===== config.mk =====
export PLATFORM = sky130hd
export DESIGN_NAME = iter_div_unit
export DESIGN_NICKNAME = d
export VERILOG_FILES = /design/src/rtl/div_pkg.sv /design/src/rtl/div_clz.sv /design/src/rtl/iter_div_unit.sv
export SDC_FILE = /design/constraint.sdc
export NUM_CORES = 1
export LEC_CHECK = 0
export BUFFER_PORTS_ARGS = -buffer_cell sky130_fd_sc_hd__buf_2
export CAP_MARGIN = 5
export CORE_ASPECT_RATIO = 0.6
export CORE_MARGIN = 8
export CORE_UTILIZATION = 60
export CTS_CLUSTER_DIAMETER = 30
export DETAILED_ROUTE_END_ITERATION = 10
export PLACE_DENSITY = 0.82
export SLEW_MARGIN = 5
export SYNTH_ARGS = -nofsm -noshare
export SYNTH_HDL_FRONTEND = slang
export SYNTH_HIERARCHICAL = 1
export SYNTH_SLANG_ARGS = --single-unit

===== constraint.sdc =====
create_clock -name clk -period 4.4 [get_ports clk]
set_clock_uncertainty 0.1 [all_clocks]
set_input_delay 0.44 -clock clk [delete_from_list [all_inputs] [get_ports clk]]
set_output_delay 0.44 -clock clk [all_outputs]
set_load 0.05 [all_outputs]

===== src/rtl/div_pkg.sv =====
// Shared types and constants for the iterative divider: FSM encodings, counter width helper,
// and the flag/response structs carried between accept and result.
package div_pkg;

  localparam int DIV_WIDTH_DEF = 32;
  localparam int DIV_CNT_W     = $clog2(DIV_WIDTH_DEF + 1);

  // Flat state encodings used by the FSM register; the enum mirrors them for debug visibility.
  localparam logic [2:0] S_IDLE  = 3'd0;
  localparam logic [2:0] S_CALC  = 3'd1;
  localparam logic [2:0] S_FIXUP = 3'd2;
  localparam logic [2:0] S_ZERO  = 3'd3;
  localparam logic [2:0] S_DONE  = 3'd4;

  typedef enum logic [2:0] {
    IDLE  = 3'd0,
    CALC  = 3'd1,
    FIXUP = 3'd2,
    ZERO  = 3'd3,
    DONE  = 3'd4
  } div_state_e;

  typedef struct packed {
    logic signed_op;
    logic sign_a;
    logic sign_b;
  } div_req_t;

  typedef struct packed {
    logic valid;
    logic div_zero;
  } div_rsp_t;

  function automatic int div_cnt_w(input int width);
    return $clog2(width + 1);
  endfunction

endpackage


===== src/rtl/div_clz.sv =====
// Priority leading-zero counter; an all-zero input reports WIDTH.
module div_clz
  import div_pkg::*;
#(
  parameter int WIDTH = DIV_WIDTH_DEF,
  parameter int CNT_W = DIV_CNT_W
) (
  input  logic [WIDTH-1:0] a,
  output logic [CNT_W-1:0] count
);

  // Ascending scan: the last set bit seen is the most significant one.
  always_comb begin
    count = CNT_W'(WIDTH);
    for (int i = 0; i < WIDTH; i++) begin
      if (a[i]) count = CNT_W'(WIDTH - 1 - i);
    end
  end

endmodule


===== src/rtl/iter_div_unit.sv =====
// Radix-2 restoring integer divider (signed/unsigned) with divide-by-zero result and flush.
// Optional early-out that skips leading zero dividend bits: define DIV_EARLY_OUT_EN.
module iter_div_unit
  import div_pkg::*;
#(
  parameter int WIDTH = 32
) (
  input  logic             clk,
  input  logic             rst,
  input  logic             flush_i,
  input  logic             in_valid_i,
  output logic             in_ready_o,
  input  logic             signed_i,
  input  logic [WIDTH-1:0] dividend_i,
  input  logic [WIDTH-1:0] divisor_i,
  output logic             out_valid_o,
  input  logic             out_ready_i,
  output logic [WIDTH-1:0] quotient_o,
  output logic [WIDTH-1:0] remainder_o,
  output logic             div_zero_o,
  output logic             busy_o,
  output div_state_e       state_dbg_o
);

  localparam int CNT_W = div_cnt_w(WIDTH);

  // Handshakes: a transfer happens on a clock edge where valid and ready are both high.
  // in_valid_i needs no hold beyond that edge; out_valid_o stays high with stable data
  // until out_ready_i is seen, and never depends on out_ready_i.

  logic [2:0]       state;
  div_req_t         req_q;
  div_rsp_t         rsp_q;
  logic [WIDTH-1:0] rem_q, dq_q, b_q, quo_q, rmd_q;
  logic [CNT_W-1:0] cnt_q, cnt_init;
  logic [WIDTH-1:0] abs_a, abs_b, dq_init, q_res, r_res;
  logic             sign_a, sign_b, accept, div_by_zero, borrow;
  logic [WIDTH:0]   shifted, trial;

  assign sign_a      = signed_i & dividend_i[WIDTH-1];
  assign sign_b      = signed_i & divisor_i[WIDTH-1];
  assign abs_a       = sign_a ? -dividend_i : dividend_i;
  assign abs_b       = sign_b ? -divisor_i : divisor_i;
  assign div_by_zero = (divisor_i == '0);
  assign in_ready_o  = (state == S_IDLE) && !flush_i;
  assign accept      = in_valid_i && in_ready_o;

`ifdef DIV_EARLY_OUT_EN
  logic [CNT_W-1:0] lz;

  div_clz #(.WIDTH(WIDTH), .CNT_W(CNT_W)) u_clz (
    .a     (abs_a),
    .count (lz)
  );

  // A zero dividend still runs one iteration so CALC is never empty.
  assign dq_init  = abs_a << lz;
  assign cnt_init = (lz == CNT_W'(WIDTH)) ? CNT_W'(1) : CNT_W'(WIDTH) - lz;
`else
  assign dq_init  = abs_a;
  assign cnt_init = CNT_W'(WIDTH);
`endif

  // dq_q shifts dividend bits out at the top and quotient bits in at the bottom.
  assign shifted = {rem_q, dq_q[WIDTH-1]};
  assign trial   = shifted - {1'b0, b_q};
  assign borrow  = trial[WIDTH];

  assign q_res = (req_q.signed_op && (req_q.sign_a ^ req_q.sign_b)) ? -dq_q : dq_q;
  assign r_res = (req_q.signed_op && req_q.sign_a) ? -rem_q : rem_q;

  always_ff @(posedge clk) begin
    if (rst) begin
      state <= S_IDLE;
      req_q <= '0;
      rsp_q <= '0;
      rem_q <= '0;
      dq_q  <= '0;
      b_q   <= '0;
      cnt_q <= '0;
      quo_q <= '0;
      rmd_q <= '0;
    end else if (flush_i) begin
      state <= S_IDLE;
      rsp_q <= '0;
    end else begin
      case (state)
        S_IDLE: begin
          if (accept) begin
            req_q <= '{signed_op: signed_i, sign_a: sign_a, sign_b: sign_b};
            b_q   <= abs_b;
            dq_q  <= dq_init;
            cnt_q <= cnt_init;
            if (div_by_zero) begin
              rem_q <= dividend_i;   // raw dividend becomes the remainder
              state <= S_ZERO;
            end else begin
              rem_q <= '0;
              state <= S_CALC;
            end
          end
        end
        S_CALC: begin
          rem_q <= borrow ? shifted[WIDTH-1:0] : trial[WIDTH-1:0];
          dq_q  <= {dq_q[WIDTH-2:0], ~borrow};
          cnt_q <= cnt_q - CNT_W'(1);
          if (cnt_q == CNT_W'(1)) state <= S_FIXUP;
        end
        S_FIXUP: begin
          quo_q <= q_res;
          rmd_q <= r_res;
          rsp_q <= '{valid: 1'b1, div_zero: 1'b0};
          state <= S_DONE;
        end
        S_ZERO: begin
          quo_q <= '1;
          rmd_q <= rem_q;
          rsp_q <= '{valid: 1'b1, div_zero: 1'b1};
          state <= S_DONE;
        end
        S_DONE: begin
          if (out_ready_i) begin
            rsp_q <= '0;
            state <= S_IDLE;
          end
        end
        default: state <= S_IDLE;
      endcase
    end
  end

  assign out_valid_o = rsp_q.valid;
  assign div_zero_o  = rsp_q.div_zero;
  assign quotient_o  = quo_q;
  assign remainder_o = rmd_q;
  assign busy_o      = (state != S_IDLE);
  assign state_dbg_o = div_state_e'(state);

endmodule


* Yosys cells after proc, flatten, opt, wreduce, memory -nomap -nowiden
Cells that the tools add are included.
Cells by class: add/subtract/negate cells 6, equal/unequal tests 8, multiplexer cells 21, bitwise operators 5, reduce and logical (&&, ||, !) cells 18
Operators with widths (count):
- $mux W32 | 8
- $pmux W32 S2 | 4
- $neg A32 Y32 | 4
- $sub A33 B32 Y33 | 1
- $logic_not A32 Y1 | 1
- $pmux W3 S4 | 1
- $pmux W6 S2 | 1
- $mux W3 | 3
- $reduce_and A3 Y1 | 3
- $eq A3 B2 Y1 const B | 2
- $eq A6 B1 Y1 const B | 1
- $mux W6 | 1
- $ne A2 B2 Y1 const B | 3
- $pmux W2 S3 | 1
- $reduce_bool A3 Y1 | 2
- $sub A6 B1 Y6 const B | 1
- $logic_and A1 B1 Y1 | 4
- $mux W2 | 2
- $reduce_and A2 Y1 | 2
- $reduce_bool A2 Y1 | 2
- $reduce_or A2 Y1 | 2
- $eq A3 B1 Y1 const B | 1
- $eq A3 B3 Y1 const B | 1
- $logic_not A3 Y1 | 1
- other kinds (4) | 6
Word-level totals: register bits after elaboration 174, bits of input ports 70, output and inout port bits 71, word-level logic and storage cells 70

* Logic depth before layout (Yosys ltp)
Gate-level depths: netlist of the first run.
depth in word-level cells 5, mapped depth 13, mapped depth without buffers 11

* Worst setup path before layout of the first run
Ideal clock, no wire load.
path type reg2reg, start point register dq_q[31], end point register rem_q[0], library setup time 0.086 ns, arrival time 2.899 ns, data required time 4.214 ns, slack 1.315 ns, stages on the path, launching flop included 14, path buffers 2, clock period less this slack 3.085 ns, cell sequence dfxtp_1 > inv_1 > ha_1 > fa_1 > nand2b_1 > a21oi_1 > o21ai_1 > and3b_1 > or3_1 > buf_2 > clkbuf_1 > nand4_1 > o211ai_1 > a221oi_2
On the way: word-level cells in the longest chain between the ends 3
Ends and longest elaborated chain:
- start: declaration | line iter_div_unit.sv:34 | logic [WIDTH-1:0] rem_q, dq_q, b_q, quo_q, rmd_q;
- start signal: assignment | line iter_div_unit.sv:92 | dq_q <= dq_init;
- start signal: assignment | line iter_div_unit.sv:105 | dq_q <= {dq_q[WIDTH-2:0], ~borrow};
- $sub A33 B32 Y33 | line iter_div_unit.sv:66 | assign trial = shifted - {1'b0, b_q};
- $mux W32 * | line iter_div_unit.sv:104 | rem_q <= borrow ? shifted[WIDTH-1:0] : trial[WIDTH-1:0];
- $pmux W32 S2 * | line iter_div_unit.sv:87 | case (state)
- end signal: assignment | line iter_div_unit.sv:95 | rem_q <= dividend_i;
- end signal: assignment | line iter_div_unit.sv:104
- end: declaration | line iter_div_unit.sv:34
Mark *: on every way between the ends. The rest lies on a longest branch, timed or not. A chain may end at the register's enable or synchronous reset.

* Worst setup path in the final report of the first run
start point register dq_q[31], end point register rem_q[12]
On the way: word-level cells in the longest chain between the ends 3
Ends and longest elaborated chain (line):
- $sub A33 B32 Y33 | iter_div_unit.sv:66
- $mux W32 | iter_div_unit.sv:104
- $pmux W32 S2 | iter_div_unit.sv:87
Every way passes these cells.

==> flow_summary_export.csv, run 1 <==
group,metric,value,unit
floorplanning,die_area,24600,sq um
timing,setup-tns-final,0,ns
clock_tree,cts_resized,0,
critical_path,critPathLaunchType,"flip-flop",
global_route,grt_pass1_wl,61.1,mm
global_route,overflow,0,
critical_path,cp_cell_sequence,"inv_1 -> ha_1 -> fa_1 -> nand2b_1 -> a21oi_1 -> o21ai_1 -> a221oi_4 -> nor4_4 -> nor3_4 -> buf_4 -> a311oi_1 -> a211oi_1",
power_and_ir_drop,p_per_area,377,nW/um^2
route,met3_length,5.56,mm
floorplanning,start_util,61.7,%
critical_path,cp_data_required_time,4.64,ns
final_layout,synthToLayoutAreaGrowth,12.7,%
clock_tree,holdBufCountCts,0,
route,wl_per_cell,20.4,um
route,vias,12500,
synthesis,synthAdderAreaFrac,4.19,%
clock_tree,cts_root_buf,"clkbuf_16",
route,met2_length,15.2,mm
timing,finalCritPeriodShare,86.6,%
route,highest_layer,"met4",
synthesis,yosys.area.top_type,"dfxtp_1",
final_layout,drive_above_1_share,14.4,%
final_layout,layout_common_cells,"nor2_1, dfxtp_1, a21oi_1",
synthesis,synth-seq-cells,174,
final_layout,layout_commonest_cell,"nor2_1",
critical_path,critical_path_arrival,4.06,ns
synthesis,synth_xor_area_share,10.2,%
synthesis,synth_top_family_by_area,"compound AO/OA/AOI/OAI gates",
final_layout,finalNetCount,1737,
placed_design,postPlaceCellArea,12700,sq um
final_layout,regArea,3480,sq um
placed_design,dp_hpwl,29.1,mm
timing,hold_viol_final,0,
route,routed_wl,39.0,mm
clock_tree,cts_max_path_buffers,2,
hold_path,hp-class,"input pin to flip-flop",
critical_path,timing.rr.start,"dq_q[31]$_SDFFE_PP0P_",
timing,worstMarginPinSlew,1.09,ns
power_and_ir_drop,ir_worst_vdd,0.000288,V
route,wl_met1,17.7,mm
final_layout,fillCellCount,1597,
critical_path,path_class,"flip-flop to flip-flop",
synthesis,synth_compound_area_share,29.7,%
synthesis,synthMuxAreaShare,0.519,%
clock_tree,cts.clk_slew.worst_paths,0.07,ns
route,ant_nets,0,
critical_path,cp_max_fo,17,
final_layout,postLayoutCellArea,13300,sq um
route,drt_iter0_drc,1782,
critical_path,slowest_delay,0.51,ns
critical_path,path_delay_family,"compound AO/OA/AOI/OAI gates",
synthesis,synthArstFlopShare,0,%
clock_tree,cts_buffers,17,
placed_design,io_buffers,140,
timing,rsz0062_at_grt,"no",
synthesis,ys_seq_area_share,29.5,%
floorplanning,dieHeight,125,um
floorplanning,chipWidth,197,um
global_route,grt_pass1_vias,11000,
run,cap_viol_max_count,0,
power_and_ir_drop,total_power,5.03,mW
power_and_ir_drop,power_leakage,5.28,nW
critical_path,slowest_stage,"a221oi_4",
hold_path,hold_start,"out_ready_i",
timing,drv_slew,0,
clock_tree,htreeDepth,4,
synthesis,yosys.area_share.simple,20.1,%
clock_tree,tritoncts,"yes",
clock_tree,cts.sinks,174,
timing,fmax,0.262,GHz
floorplanning,core,19200,sq um
global_route,grt_max_degree,74,
clock_tree,clk_latency,0.44,ns
timing,setup_viol,0,
route,drc,0,
critical_path,endpoint_kind,"flip-flop",
timing,layout_min_cycle_time,3.81,ns
route,dr.pass1.iters,9,
synthesis,syn_nets,1655,
synthesis,netlist_instances,1546,
placed_design,finalWeightedCongestion,0.980,
floorplanning,io_pins,141,
synthesis,yosysTopAreaCellShare,29.5,%
synthesis,ys_types,78,
global_route,grt_antenna_before_repair,0,
synthesis,synth_edf_count,0,
critical_path,worstSetupStartpoint,"dq_q[31]$_SDFFE_PP0P_",
status,outcome,"completed",
synthesis,yosys_warnings,6,
synthesis,synth_area_per_cell,7.65,sq um
final_layout,multi_input_area,7670,sq um
synthesis,synth_ff_type,"dfxtp_1",
critical_path,cp_num_buf_inv,2,
synthesis,synthesis.area,11800,sq um
clock_tree,cts_setup_buffers,0,
route,vias_per_cell,6.56,
floorplanning,num_rows,39,
global_route,gr-usage-all-layers,30.4,%
final_layout,antennaDiodeCount,0,
timing,slew_headroom,27.1,%
synthesis,synthTopCellsByArea,"dfxtp_1, nor2_1, a21oi_1",
-- kinds of logic after synthesis --
family,Yosys count
flip-flops,174
AND/OR/NAND/NOR,507
AO/OA/AOI/OAI,513
buffers and inverters,169
multiplexers,6
adder cells (fa/ha/maj),39
XOR/XNOR,138
-- cell type report --
cell class	instances	share of cell area [%]
clock inverters	13	1.57
flip-flops and latches	174	26.1
repair buffers	173	7.23
inverters	59	1.66
well taps	266	2.50
multi-input cells	1203	57.6
clock buffers	19	3.32
-- report_power, final --
part           switching [mW]  internal, mW  total (mW)  leakage [nW]
logic                    1.03         0.550        1.58          3.54
clock network           0.679          1.03        1.71         0.322
registers              0.0913          1.65        1.74          1.42
total                    1.80          3.23        5.03          5.28
-- cells in the mapped netlist, drive strengths merged (16+ instances only) --
library cell,number
nor2,193
clkbuf,82
a311oi,19
a21o,16
buf,28
dfxtp,174
nand3,16
inv,59
o221ai,26
o31ai,29
a31oi,33
nor3,41
and3,22
ha,38
xor2,65
a211oi,81
o211ai,18
o22ai,31
nand2,133
or3,19
nor4,21
a21oi,143
xnor2,73
o21ai,54
-- worst paths after layout --
| path | to | slack (ns) | cells past startpoint |
|---|---|---|---|
| setup / recovery | rem_q[12]$_SDFFE_PP0P_ | 0.59 | 12 |
| hold / removal | out_valid_o$_SDFFE_PP0P_ | 0.13 | 2 |
| setup reg to reg | rem_q[12]$_SDFFE_PP0P_ | 0.59 | 12 |
| hold reg to reg | b_q[21]$_SDFFE_PP0P_ | 0.36 | 2 |
-- through the flow --
step	setup slack [ns]	hold WS [ns]	utilization [%]	std cells
global placement	0.825	0.341	66.1	1875
finish	0.588	0.127	69.5	1907
floorplan	1.31	0.332	-	1546
global route	0.368	0.126	69.5	1907
CTS	0.665	0.117	69.5	1907
detailed placement	0.697	0.351	66.1	1875
-- state kept, by name, indices dropped and copies added (netlist names) --
name	cells
div_zero_o	1
dq_q	32
cnt_q	6
req_q	3
rem_q	32
b_q	32
quotient_o	32
out_valid_o	1
remainder_o	32
state_dbg_o	3
-- routing by layer --
layer / GRT usage [%] / vias to the layer above
li1: - / 5862
met1: 46.8 / 5845
met2: 39.5 / 763
met3: 9.93 / 45
met4: 6.08 / 0
met5: 0 / -
Note: power is estimated with default switching activity, not from simulation.
==> run 2, diff against run 1 <==
- CORE_UTILIZATION: 60 -> 45
- PLACE_DENSITY: 0.82 -> unset
- SYNTH_HIERARCHICAL: 1 -> unset
==> flow_summary_export.csv, run 2 <==
group,metric,value,unit
critical_path,slowest_stage,"or3_1",
global_route,grt_antenna_before_repair,0,
critical_path,endpoint_kind,"flip-flop",
synthesis,synth_area_per_cell,7.65,sq um
clock_tree,cts_max_path_buffers,2,
global_route,use_met3,7.90,%
route,routed_wl,40.9,mm
floorplanning,die_area,31900,sq um
synthesis,synth_edf_count,0,
synthesis,yosysTopAreaCellShare,29.5,%
global_route,grt_pass1_wl,63.9,mm
route,vias_per_cell,6.02,
route,vias,12100,
power_and_ir_drop,total_power,4.90,mW
hold_path,hp-class,"input pin to flip-flop",
synthesis,ys_seq_area_share,29.5,%
final_layout,regArea,3480,sq um
critical_path,path_class,"flip-flop to flip-flop",
timing,finalCritPeriodShare,84.6,%
critical_path,critical_path_arrival,3.99,ns
timing,layout_min_cycle_time,3.72,ns
critical_path,cp_data_required_time,4.67,ns
placed_design,dp_hpwl,31.3,mm
status,outcome,"completed",
timing,hold_viol_final,0,
floorplanning,core,26100,sq um
synthesis,yosys.area.top_type,"dfxtp_1",
clock_tree,cts_root_buf,"clkbuf_16",
global_route,overflow,0,
timing,setup-tns-final,0,ns
final_layout,multi_input_area,7670,sq um
final_layout,synthToLayoutAreaGrowth,13.3,%
clock_tree,cts_resized,0,
synthesis,syn_nets,1655,
clock_tree,cts.clk_slew.worst_paths,0.07,ns
floorplanning,io_pins,141,
clock_tree,clk_latency,0.46,ns
synthesis,synth.most_common_cell,"nor2_1",
final_layout,layout_commonest_cell,"nor2_1",
route,wl_per_cell,20.4,um
synthesis,synthesis.area,11800,sq um
timing,setup_viol,0,
route,drt_iter0_drc,1330,
synthesis,netlist_instances,1546,
clock_tree,htreeDepth,4,
critical_path,cp_cell_sequence,"inv_1 -> ha_1 -> fa_1 -> nand2b_1 -> a21oi_1 -> o21ai_1 -> and3b_1 -> or3_1 -> nand3_2 -> mux2_2 -> a211oi_1",
route,dr.pass1.iters,6,
timing,rsz0062_at_grt,"no",
global_route,gr-usage-all-layers,25.3,%
run,cap_viol_max_count,0,
timing,fmax,0.269,GHz
global_route,grt_max_degree,103,
placed_design,finalWeightedCongestion,0.970,
critical_path,cp_max_fo,21,
critical_path,slowest_delay,0.71,ns
timing,slew_headroom,30.2,%
route,ant_nets,0,
global_route,grt.busiest_layer,"met1",
synthesis,ys_top_cells_by_count,"nor2_1, dfxtp_1, a21oi_1",
synthesis,synth_ff_type,"dfxtp_1",
power_and_ir_drop,ir_worst_vdd,0.000231,V
final_layout,antennaDiodeCount,0,
clock_tree,cts.sinks,174,
power_and_ir_drop,p_per_area,366,nW/um^2
clock_tree,tritoncts,"yes",
synthesis,synthTopCellsByArea,"dfxtp_1, nor2_1, a21oi_1",
clock_tree,cts_setup_buffers,0,
timing,worstMarginPinSlew,1.04,ns
floorplanning,start_util,45.2,%
final_layout,fillCellCount,2650,
synthesis,ys_types,78,
clock_tree,holdBufCountCts,0,
final_layout,drive_above_1_share,14.7,%
global_route,grt_pass1_vias,11100,
placed_design,io_buffers,140,
final_layout,finalNetCount,1742,
power_and_ir_drop,power_leakage,5.27,nW
route,drc,0,
clock_tree,cts_buffers,17,
floorplanning,dieHeight,142,um
floorplanning,chipWidth,225,um
synthesis,synthArstFlopShare,0,%
floorplanning,num_rows,46,
timing,drv_slew,0,
synthesis,synth-seq-cells,174,
final_layout,layout_common_cells,"nor2_1, dfxtp_1, a21oi_1",
global_route,met1_usage,39.2,%
synthesis,yosys_warnings,0,
global_route,globalRouteMet2Util,32.9,%
critical_path,critPathLaunchType,"flip-flop",
-- run 2: cell counts after synthesis --
Identical to the previous run, type by type.
-- run 2: stage by stage --
| stage | area [sq um] | hold WS (ns) | setup slack [ns] | std cells | utilization (%) |
|---|---|---|---|---|---|
| after floorplan | 11800 | 0.332 | 1.31 | 1546 | - |
| after global placement | 12800 | 0.342 | 0.796 | 1974 | 49.1 |
| after detailed placement | 12800 | 0.345 | 0.698 | 1974 | 49.1 |
| after CTS | 13400 | 0.0896 | 0.685 | 2006 | 51.3 |
| after global routing | 13400 | 0.124 | 0.453 | 2006 | 51.3 |
| final | 13400 | 0.116 | 0.679 | 2006 | 51.3 |
-- run 2: logic make-up after synthesis --
| logic type | share of synthesized area [%] |
|---|---|
| flip-flops | 29.5 |
| XOR/XNOR | 10.2 |
| AO/OA/AOI/OAI | 29.7 |
| adder cells (fa/ha/maj) | 4.19 |
| buffers and inverters | 5.83 |
| AND/OR/NAND/NOR | 20.1 |
| multiplexers | 0.519 |
-- run 2: cell type report --
class                   count  share of cell area (%)
clock buffers              19                    3.31
clock inverters            13                    1.03
inverters                  59                    1.65
multi-input cells        1203                    57.3
flip-flops and latches    174                    26.0
well taps                 360                    3.36
repair buffers            178                    7.40
-- run 2: worst paths after layout --
kind	start	to	slack, ns	cells after the start
max	dq_q[31]$_SDFFE_PP0P_	rem_q[14]$_SDFFE_PP0P_	0.68	11
min	out_ready_i	out_valid_o$_SDFFE_PP0P_	0.12	2
max reg2reg	dq_q[31]$_SDFFE_PP0P_	rem_q[14]$_SDFFE_PP0P_	0.68	11
min reg2reg	b_q[31]$_SDFFE_PP0P_	b_q[31]$_SDFFE_PP0P_	0.35	2
-- run 2: worst max-delay path, delay by kind of cell, from the launching register on --
kind / cells / cell delay, ns
DFF: 1 / 0.41
adders and majority gates: 2 / 0.60
and+or+nand+nor: 4 / 1.49
muxes: 1 / 0.36
AOI/OAI and AO/OA: 3 / 0.61
buffers and inverters: 1 / 0.06
-- run 2: power breakdown --
part	internal [mW]	leakage [nW]	switching [mW]	total, mW
Sequential	1.65	1.42	0.0851	1.74
Clock	0.854	0.286	0.688	1.54
Combinational	0.565	3.56	1.06	1.62
-- run 2: per-layer routing --
metal / part of all wire (%) / routed length, um / up-vias
met5: 0 / 0 / -
met4: 0.91 / 371 / 0
met3: 11 / 4430 / 27
met2: 38 / 15400 / 508
met1: 51 / 20700 / 5677
li1: - / - / 5864
